$ cat src/rtl/rx_huge_page_pkg.sv
// rx_huge_page_pkg: state encoding and sizing shared by the huge page allocator
package rx_huge_page_pkg;
    typedef enum logic [1:0] {ST_WAIT, ST_ACTIVE, ST_CLOSE} state_t;
    localparam int PAGE_BYTES_DEF = 2097152;
    localparam int MAX_CHUNK_DEF = 2048;
    localparam int OFF_W = $clog2(PAGE_BYTES_DEF) + 1;
endpackage

$ cat src/rtl/rx_page_idle_timer.sv
// rx_page_idle_timer: counts idle cycles on a partially filled page and flags expiry
module rx_page_idle_timer #(
    parameter int IDLE_TIMEOUT = 65535
) (
    input  logic trn_clk,
    input  logic reset,
    input  logic en,
    input  logic clr,
    output logic expire
);
    logic [15:0] cnt;
    assign expire = en && (cnt == 16'(IDLE_TIMEOUT));
    // count while enabled, hold at the limit, restart on any grant or when disabled
    always_ff @(posedge trn_clk) begin
        if (reset || clr || !en)
            cnt <= '0;
        else if (!expire)
            cnt <= cnt + 16'd1;
    end
endmodule

$ cat src/rtl/rx_huge_page_alloc.sv
// rx_huge_page_alloc: carves host huge pages into DMA chunks, alternating page 1 and 2,
// returning each page when full or closed. Optional idle close: RX_PAGE_IDLE_TIMEOUT_EN.
module rx_huge_page_alloc
    import rx_huge_page_pkg::*;
#(
    parameter int PAGE_BYTES   = PAGE_BYTES_DEF,
    parameter int MAX_CHUNK    = MAX_CHUNK_DEF,
    parameter int IDLE_TIMEOUT = 65535
) (
    input  logic             trn_clk,
    input  logic             reset,
    input  logic [63:0]      huge_page_addr_1,
    input  logic [63:0]      huge_page_addr_2,
    input  logic             huge_page_status_1,
    input  logic             huge_page_status_2,
    output logic             huge_page_free_1,
    output logic             huge_page_free_2,
    input  logic             alloc_req,
    input  logic [11:0]      alloc_len,
    output logic             alloc_gnt,
    output logic [63:0]      alloc_addr,
    input  logic             close_req,
    output logic             page_done,
    output logic             page_done_idx,
    output logic [OFF_W-1:0] page_done_bytes
);
    localparam logic [OFF_W-1:0] FILL_LIM = OFF_W'(PAGE_BYTES - MAX_CHUNK);

    state_t           state, state_nx;
    logic             cur, cur_nx;
    logic [OFF_W-1:0] offset, off_nx;
    logic [63:0]      base, base_nx, addr_nx;
    logic             close_pend, pend_nx, gnt_nx;
    logic             cur_valid, fill, close_hit, idle_expire;

    assign cur_valid = cur ? huge_page_status_2 : huge_page_status_1;
    assign fill      = offset > FILL_LIM;
    assign close_hit = close_req || idle_expire;

`ifdef RX_PAGE_IDLE_TIMEOUT_EN
    rx_page_idle_timer #(.IDLE_TIMEOUT(IDLE_TIMEOUT)) u_idle (
        .trn_clk (trn_clk),
        .reset   (reset),
        .en      (state == ST_ACTIVE && offset != '0),
        .clr     (alloc_gnt),
        .expire  (idle_expire)
    );
`else
    assign idle_expire = 1'b0 && (IDLE_TIMEOUT > 0);
`endif

    // state and datapath registers
    always_ff @(posedge trn_clk) begin
        if (reset) begin
            state      <= ST_WAIT;
            cur        <= 1'b0;
            offset     <= '0;
            base       <= '0;
            close_pend <= 1'b0;
            alloc_gnt  <= 1'b0;
            alloc_addr <= '0;
        end else begin
            state      <= state_nx;
            cur        <= cur_nx;
            offset     <= off_nx;
            base       <= base_nx;
            close_pend <= pend_nx;
            alloc_gnt  <= gnt_nx;
            alloc_addr <= addr_nx;
        end
    end

    // next state, grants, and page return outputs
    always_comb begin
        state_nx         = state;
        cur_nx           = cur;
        off_nx           = offset;
        base_nx          = base;
        pend_nx          = close_pend;
        gnt_nx           = 1'b0;
        addr_nx          = alloc_addr;
        page_done        = 1'b0;
        page_done_idx    = 1'b0;
        page_done_bytes  = '0;
        huge_page_free_1 = 1'b0;
        huge_page_free_2 = 1'b0;
        case (state)
            ST_WAIT: begin
                if (cur_valid) begin
                    base_nx  = cur ? huge_page_addr_2 : huge_page_addr_1;
                    state_nx = ST_ACTIVE;
                end
            end
            ST_ACTIVE: begin
                if (!cur_valid) begin
                    state_nx = ST_WAIT;
                    off_nx   = '0;
                    pend_nx  = 1'b0;
                end else if (alloc_req && !alloc_gnt) begin
                    gnt_nx  = 1'b1;
                    addr_nx = base + 64'(offset);
                    off_nx  = offset + OFF_W'(alloc_len);
                    pend_nx = close_hit;
                end else if ((alloc_gnt && (fill || close_pend)) || (close_hit && offset != '0)) begin
                    state_nx = ST_CLOSE;
                end
            end
            ST_CLOSE: begin
                page_done        = 1'b1;
                page_done_idx    = cur;
                page_done_bytes  = offset;
                huge_page_free_1 = !cur;
                huge_page_free_2 = cur;
                off_nx           = '0;
                pend_nx          = 1'b0;
                cur_nx           = !cur;
                state_nx         = ST_WAIT;
            end
            default: state_nx = ST_WAIT;
        endcase
    end
endmodule

$ cat config.mk
export PLATFORM = sky130hd
export DESIGN_NAME = rx_huge_page_alloc
export DESIGN_NICKNAME = d
export VERILOG_FILES = /design/src/rtl/rx_huge_page_pkg.sv /design/src/rtl/rx_page_idle_timer.sv /design/src/rtl/rx_huge_page_alloc.sv
export SDC_FILE = /design/constraint.sdc
export NUM_CORES = 1
export LEC_CHECK = 0
export CORE_UTILIZATION = 30
export CTS_BUF_LIST = sky130_fd_sc_hd__clkbuf_8
export DETAILED_ROUTE_END_ITERATION = 8
export DONT_BUFFER_PORTS = 1
export HOLD_SLACK_MARGIN = 0.02
export PLACE_DENSITY = 0.48
export SLEW_MARGIN = 25
export SYNTH_ARGS = -nofsm -noshare
export SYNTH_HDL_FRONTEND = slang
export SYNTH_HIERARCHICAL = 1
export SYNTH_SLANG_ARGS = --single-unit
$ cat constraint.sdc
create_clock -name trn_clk -period 2.75 [get_ports trn_clk]
set_input_delay 0.6875 -clock trn_clk [delete_from_list [all_inputs] [get_ports trn_clk]]
set_output_delay 0.6875 -clock trn_clk [all_outputs]
set_load 0.02 [all_outputs]
==> results of run 1 <==
==> metrics by stage <==
step	hold slack (ns)	setup TNS [ns]	util [%]	instance area (µm²)	setup WS, ns
floorplan	0.429	0	-	8810	0.00269
global placement	0.461	-1.95	33.9	9770	-0.156
finish	0.297	-0.766	36.8	10600	-0.0819
CTS	0.261	-0.907	36.3	10400	-0.130
global route	0.239	-4.07	36.8	10600	-0.236
detailed placement	0.466	-4.15	33.9	9770	-0.242
==> cells in the final DEF (no fill, tap or decap), types with 9 or more instances in the layout <==
cell / count
a21oi_1: 36
nor4_1: 10
inv_1: 24
a21o_1: 10
a211oi_1: 91
buf_4: 97
nand2_1: 61
mux2i_1: 65
and3_1: 12
dfxtp_1: 150
or3_1: 13
nand3_1: 23
xnor2_1: 39
nor3_1: 9
ha_1: 29
a31oi_1: 10
nor2_1: 136
o21ai_0: 35
a311oi_1: 12
clkbuf_8: 17
and2_1: 29
==> cell type report <==
cell class	count	area share [%]
Clock buffer	17	2.21
Tap cell	384	4.54
Multi-Input combinational cell	786	52.5
Sequential cell	155	29.4
Clock inverter	15	2.34
Timing Repair Buffer	105	8.15
Inverter	24	0.852
==> timing repair <==
item	4_1_cts	5_1_grt
pin swaps	23	13
endpoints found under the setup margin	31	63
buffers inserted	8	1
gates resized for setup	23	28
endpoints found under the hold margin	0	0
==> per-layer routing <==
layer	up-vias	routed length [µm]	global-route usage, %
met5	-	0	0
met4	0	231	3.87
met3	12	1250	4.01
met2	187	12000	27.7
met1	3570	12200	23.1
li1	3919	-	-
==> worst reg2reg max path, delay by kind of cell, from the launching register on <==
kind                       cells  cell delay, ns
AOI/OAI and AO/OA              6            1.13
and+or+nand+nor                2            0.86
DFF                            1            0.37
adders and majority gates      1            0.27
buffers and inverters          1            0.15
==> state kept, by name, summed over array words and instances, names as in the netlist <==
name        cells
alloc_addr     64
alloc_gnt       1
base           64
close_pend      1
cur             1
offset         22
state           2
==> cells by family (layout without fill, tap and decap cells) <==
logic type	count (synthesis)	count (layout)	synth area share (%)
and+or+nand+nor	362	362	20.6
muxes	66	66	7.52
buffers and inverters	97	161	4.54
adders and majority gates	36	36	5.29
xor gates and xnor gates	47	47	4.68
DFF	155	155	35.3
AOI/OAI and AO/OA	275	275	22.1
==> final timing paths <==
kind | startpoint | to | slack [ns] | cells after the start
worst min-delay path | reset | alloc_addr[46] | 0.30 | 1
worst max-delay path | offset[1] | alloc_addr[55] | -0.08 | 10
worst max register to register | offset[1] | alloc_addr[55] | -0.08 | 10
worst min register to register | close_pend | close_pend | 0.49 | 1
==> power by group through the flow <==
stage / logic, mW / registers (mW) / clock network (mW)
2_1_floorplan: 0.619 / 2.61 / 0
3_3_place_gp: 0.826 / 2.66 / 0
3_5_place_dp: 0.832 / 2.66 / 0
4_1_cts: 0.850 / 2.62 / 2.21
5_1_grt: 0.965 / 2.64 / 2.30
6_report: 0.854 / 2.61 / 2.14
==> summary.md, run 1 <==
| Metric | Value |
|---|---|
| Outcome | finished, violations left |
| Failing checks | negative setup slack |
| DR vias | 7688 |
| Drt pass-1 iters | 4 |
| Antenna Cells | 0 |
| Number of synthesized flops with an enable pin | 0 |
| Switch Pwr | 1.68 mW |
| Peak supply drop | around 0.3 mV |
| Later-pin clock latency in the skew report | 0.47 ns |
| Post-route insts no fill | between 1000 and 1500 |
| FF+latch area | roughly 0.0031 mm² |
| Multi-input gate area | 0.00555 mm² |
| Die width | approximately 170 µm |
| Synthesized area per cell | between 8 and 9 µm² |
| Clock transition at path regs | 0.10 ns |
| Worst EP required | roughly 3.1 ns |
| Syn Inst Count | about 1000 |
| Top cell family by delay on the critical path | compound AO/OA/AOI/OAI gates |
| Reg power frac | a little under half |
| Warnings, synthesis | 6 |
| Max Fanout on Critical Path | 6 |
| FF+latch count, synth | around 160 |
| Hold_buf cts | 0 |
| Die area | approximately 0.030 mm² |
| Worst path buffer plus inverter count | 1 |
| Gr ovfl total | 0 |
| Gr usage total | approximately 17% |
| Slew @ Worst Pin | ~0.84 ns |
| Deepest level of the CTS H-tree | 4 |
| Worst slew margin | 44.1% |
| Slew Viols, Final | 0 |
| Hold crit path type | input port to register |
| Initial Util | between 30% and 40% |
| Min Tclk post-route | 2.83 ns |
| CP Class | register to register |
| DP Cell Count | between 1000 and 1500 |
| Die H | roughly 170 µm |
| F_max | between 300 and 400 MHz |
| Type of origin of the critical path | register |
| Antenna violations before repair | 0 |
| CTS Buf Count | 17 |
| Synth async-reset ratio | 0% |
| Setup WS post-layout | -0.0819 ns |
| CTS tree | built |
| Synth area leader | dfxtp_1 |
| Unrepaired setup endpoints after global routing | yes |
| Clock root buffer | clkbuf_8 |
| Final setup violating endpoints | 15 |
| Std-Cell Rows | a little over 60 |
| Core area | 0.0288 mm² |
| # DRC | 0 |
| Crit end category | register |
| Combinational share of power | 15.2% |
| Area contributors post-synth | dfxtp_1, a211oi_1, mux2i_1 |
| Internal power | ~3.9 mW |
| HPWL after DPL | 18.9 mm |
| Power consumption | approximately 5.6 mW |
| Most frequent cell after synthesis | dfxtp_1 |
| Fill cells | 2976 |
| Netlist Area Pre-Place | 0.00880 mm² |
| Pwr dens | ~530 mW/mm² |
| Clk pwr share | approximately two fifths |
| Top cell type's share of synthesized area | 35.3% |
| Reported leakage power | roughly 3.7 nW |
| Max-cap violations | 0 |
| Average wire per standard cell | around 17 µm |
| Unique masters post-synth | 78 |
| Final hold viol count | 0 |
| Post-Route WL | 25.7 mm |
| Vias in the first global route | 7242 |
| Largest net degree at the start of global routing | around 140 |
| Layout cells sized above 1 | 19.0% |
| Drt initial violations | around 300 |
| Sw Ratio | between 30% and 40% |
| Slowest cell on the critical path | or4_4 |
| Longest Clk Path Bufs | 2 |
| Area Growth Syn to Fin | 20.3% |
| Top_reg_cell synth | dfxtp_1 |
| Routed vias/inst | 5.17 |
| Final period util | 103% |
| IO Port Bufs | 0 |
| First-pass GRT wire length | about 41 mm |
| IO Count | about 240 |
| Worst Path Arrival | between 3 and 4 ns |
| Sink Count | 155 |
| Clock skew | 0.0242 ns |
| Nets | 1271 |
| Sequential area share after synthesis | 35.3% |
| Final weighted congestion in routability-driven placement | around 0.80 |
| Crit-path max cell delay | about 0.55 ns |
| Post-Synthesis Net Count | 1220 |
| Synth top cells by count | dfxtp_1, nor2_1, a211oi_1 |
| Number of routed nets with antenna violations | 0 |
| Cell breakdown of the critical path | ha_1 -> a21o_1 -> a21oi_1 -> o21ai_2 -> a31oi_4 -> o2111a_2 -> or4_4 -> buf_6 -> or3_1 -> a311oi_1 |
Note: power is estimated with default switching activity, not from simulation.
==> run 2, diff against run 1 <==
--- a/config.mk
+++ b/config.mk
@@ -5,8 +5,8 @@
 export SDC_FILE = /design/constraint.sdc
 export NUM_CORES = 1
 export LEC_CHECK = 0
+export CAP_MARGIN = 25
 export CORE_UTILIZATION = 30
-export CTS_BUF_LIST = sky130_fd_sc_hd__clkbuf_8
 export DETAILED_ROUTE_END_ITERATION = 8
 export DONT_BUFFER_PORTS = 1
 export HOLD_SLACK_MARGIN = 0.02
==> run 2 against run 1 <==
  * The flow still finishes with violations (negative setup slack)
  * Wire length is 1.0% higher
  * First-iteration DRC count is 6.5% higher
  * Clock skew shrank 0.010 ns
  * Critical path type unchanged
  * Highest routed layer unchanged
==> summary.md, run 2 (synthesized netlist as in run 1, its figures left out) <==
| Metric | Value |
|---|---|
| Outcome | finished, violations left |
| Failing checks | negative setup slack |
| IO Port Bufs | 0 (unchanged) |
| Min Tclk post-route | 2.86 ns (+0.0243 ns) |
| CP Class | register to register |
| Final setup violating endpoints | 20 (+5) |
| Drt pass-1 iters | 5 (+1) |
| Met2 Usage GRT | 27.5% (-0.24 points) |
| Slowest cell on the critical path | or4_4 |
| IO Count | 237 (unchanged) |
| Slew @ Worst Pin | 0.835 ns (-0.00442 ns) |
| F_max | 350 MHz (-0.85%) |
| Gr usage total | 17.2% (+0.080 points) |
| Top flop regs | alloc_addr x64, base x64, offset x22 |
| Antenna Cells | 0 (unchanged) |
| Power consumption | 6.19 mW (+10%) |
| Commonest non-fill, non-tap cell in the layout | dfxtp_1 |
| Hold_buf cts | 0 (unchanged) |
| Pwr dens | 566 mW/mm² (+6.9%) |
| Die width | 173 µm (unchanged) |
| Max Fanout on Critical Path | 6 (unchanged) |
| Clock transition at path regs | 0.07 ns (-0.03 ns) |
| DP Area | 0.00977 mm² (unchanged) |
| DR vias | 7677 (-0.14%) |
| Clock skew | 0.0137 ns (-0.0104 ns) |
| Die area | 0.0300 mm² (unchanged) |
| CTS tree | built |
| Layout cells sized above 1 | 20.3% (+1.3 points) |
| Post-layout instance area | 0.0109 mm² (+3.3%) |
| Crit-path max cell delay | 0.55 ns (about the same) |
| Peak supply drop | 0.363 mV (+21%) |
| Area Growth Syn to Fin | 24.2% |
| Fill cells | 2944 (-1.1%) |
| Largest net degree at the start of global routing | 144 (unchanged) |
| Most frequent cells in the layout | dfxtp_1, nor2_1, buf_4, a211oi_1, mux2i_1 |
| Later-pin clock latency in the skew report | 0.43 ns (-0.04 ns) |
| Layout Utilization | 38.0% (+1.2 points) |
| Deepest level of the CTS H-tree | 4 (unchanged) |
| Die H | 173 µm (unchanged) |
| Initial Util | 30.6% (unchanged) |
| Gr ovfl total | 0 (unchanged) |
| Std-Cell Rows | 62 (unchanged) |
| Setup TNS | -1.07 ns (-0.300 ns) |
| Post-Route WL | 25.9 mm (+1.0%) |
| HPWL after DPL | 18.9 mm (unchanged) |
| Worst EP required | 3.09 ns (-0.04 ns) |
| Final period util | 104% (+0.88 points) |
| Sink Count | 155 (unchanged) |
| Hold Slack | 0.340 ns (+0.0426 ns) |
| Met1 Use GR | 23.3% (+0.20 points) |
| # DRC | 0 (unchanged) |
| GRT met3 Usage | 3.62% (-0.39 points) |
| Final weighted congestion in routability-driven placement | 0.802 (unchanged) |
| Final hold viol count | 0 (unchanged) |
| Average wire per standard cell | 17.4 µm (+0.76%) |
| Vias in the first global route | 7242 (unchanged) |
| Routed vias/inst | 5.15 (-0.41%) |
| Number of routed nets with antenna violations | 0 (unchanged) |
| Crit end category | register |
| Antenna violations before repair | 0 (unchanged) |
| Unrepaired setup endpoints after global routing | yes |
| Drt initial violations | 326 (+6.5%) |
| Slew Viols, Final | 0 (unchanged) |
| Setup WS post-layout | -0.106 ns (-0.0243 ns) |
| Hold crit path type | input port to register |
| Worst slew margin | 44.4% (+0.29 points) |
| Worst Path Arrival | 3.19 ns (-0.02 ns) |
| Max-cap violations | 0 (unchanged) |
| Type of origin of the critical path | register |
| CTS Buf Count | 17 (unchanged) |
| First-pass GRT wire length | 41.0 mm (+0.30%) |
| Clock root buffer | clkbuf_16 |
| Nets | 1275 (+0.31%) |
| Reported leakage power | 3.86 nW (+3.4%) |
| Cell breakdown of the critical path | ha_1 -> a21o_1 -> a21oi_1 -> o21ai_2 -> a31oi_4 -> o2111a_2 -> or4_4 -> buf_6 -> or3_1 -> a311oi_1 |
| Longest Clk Path Bufs | 2 (unchanged) |
| Gr busiest metal | met2 |
| Core area | 0.0288 mm² (unchanged) |
-- run 2: power by group --
part / switching, mW / internal (mW) / leakage, nW
logic: 0.461 / 0.399 / 2.26
clock network: 1.09 / 1.62 / 0.329
registers: 0.212 / 2.40 / 1.27
-- run 2: worst paths after layout --
path	from	endpoint	slack [ns]	cells after the start
max	offset[1]	alloc_addr[55]	-0.11	10
min	reset	alloc_addr[46]	0.34	1
max reg2reg	offset[1]	alloc_addr[55]	-0.11	10
min reg2reg	close_pend	close_pend	0.48	1
-- run 2: stage by stage --
| step | std cells | setup WS [ns] |
|---|---|---|
| after floorplan | 1038 | 0.00269 |
| after global placement | 1445 | -0.156 |
| after detailed placement | 1445 | -0.242 |
| after CTS | 1487 | -0.123 |
| after global routing | 1490 | -0.222 |
| final | 1490 | -0.106 |
-- run 2: area by class of cell --
type                    count  area, µm²  share of cell area, %
clock buffers              18        450                   4.12
inverters                  24       90.1                  0.824
repair buffers            109        920                   8.41
well taps                 384        480                   4.40
multi-input cells         786       5660                   51.8
clock inverters            14        218                   1.99
flip-flops and latches    155       3110                   28.5
-- run 2: worst max-delay path: cells and delay by family, from the launching register on --
kind | cells | cell delay [ns]
fa+ha+maj | 1 | 0.27
compound gates | 6 | 1.14
buf+inv | 1 | 0.15
simple gates | 2 | 0.86
flops | 1 | 0.36
-- run 2: per-layer routing --
metal / vias up / wire length [µm]
met5: - / 0
met4: 0 / 376
met3: 22 / 1220
met2: 177 / 12000
met1: 3556 / 12400
li1: 3922 / -
-- run 2: timing repair --
item | CTS | global route
pin swaps | 25 | 34
setup endpoints to repair | 31 | 49
hold endpoints to repair | 0 | 0
cloned | 0 | 0
setup buffers | 10 | 3
gates resized for setup | 23 | 54
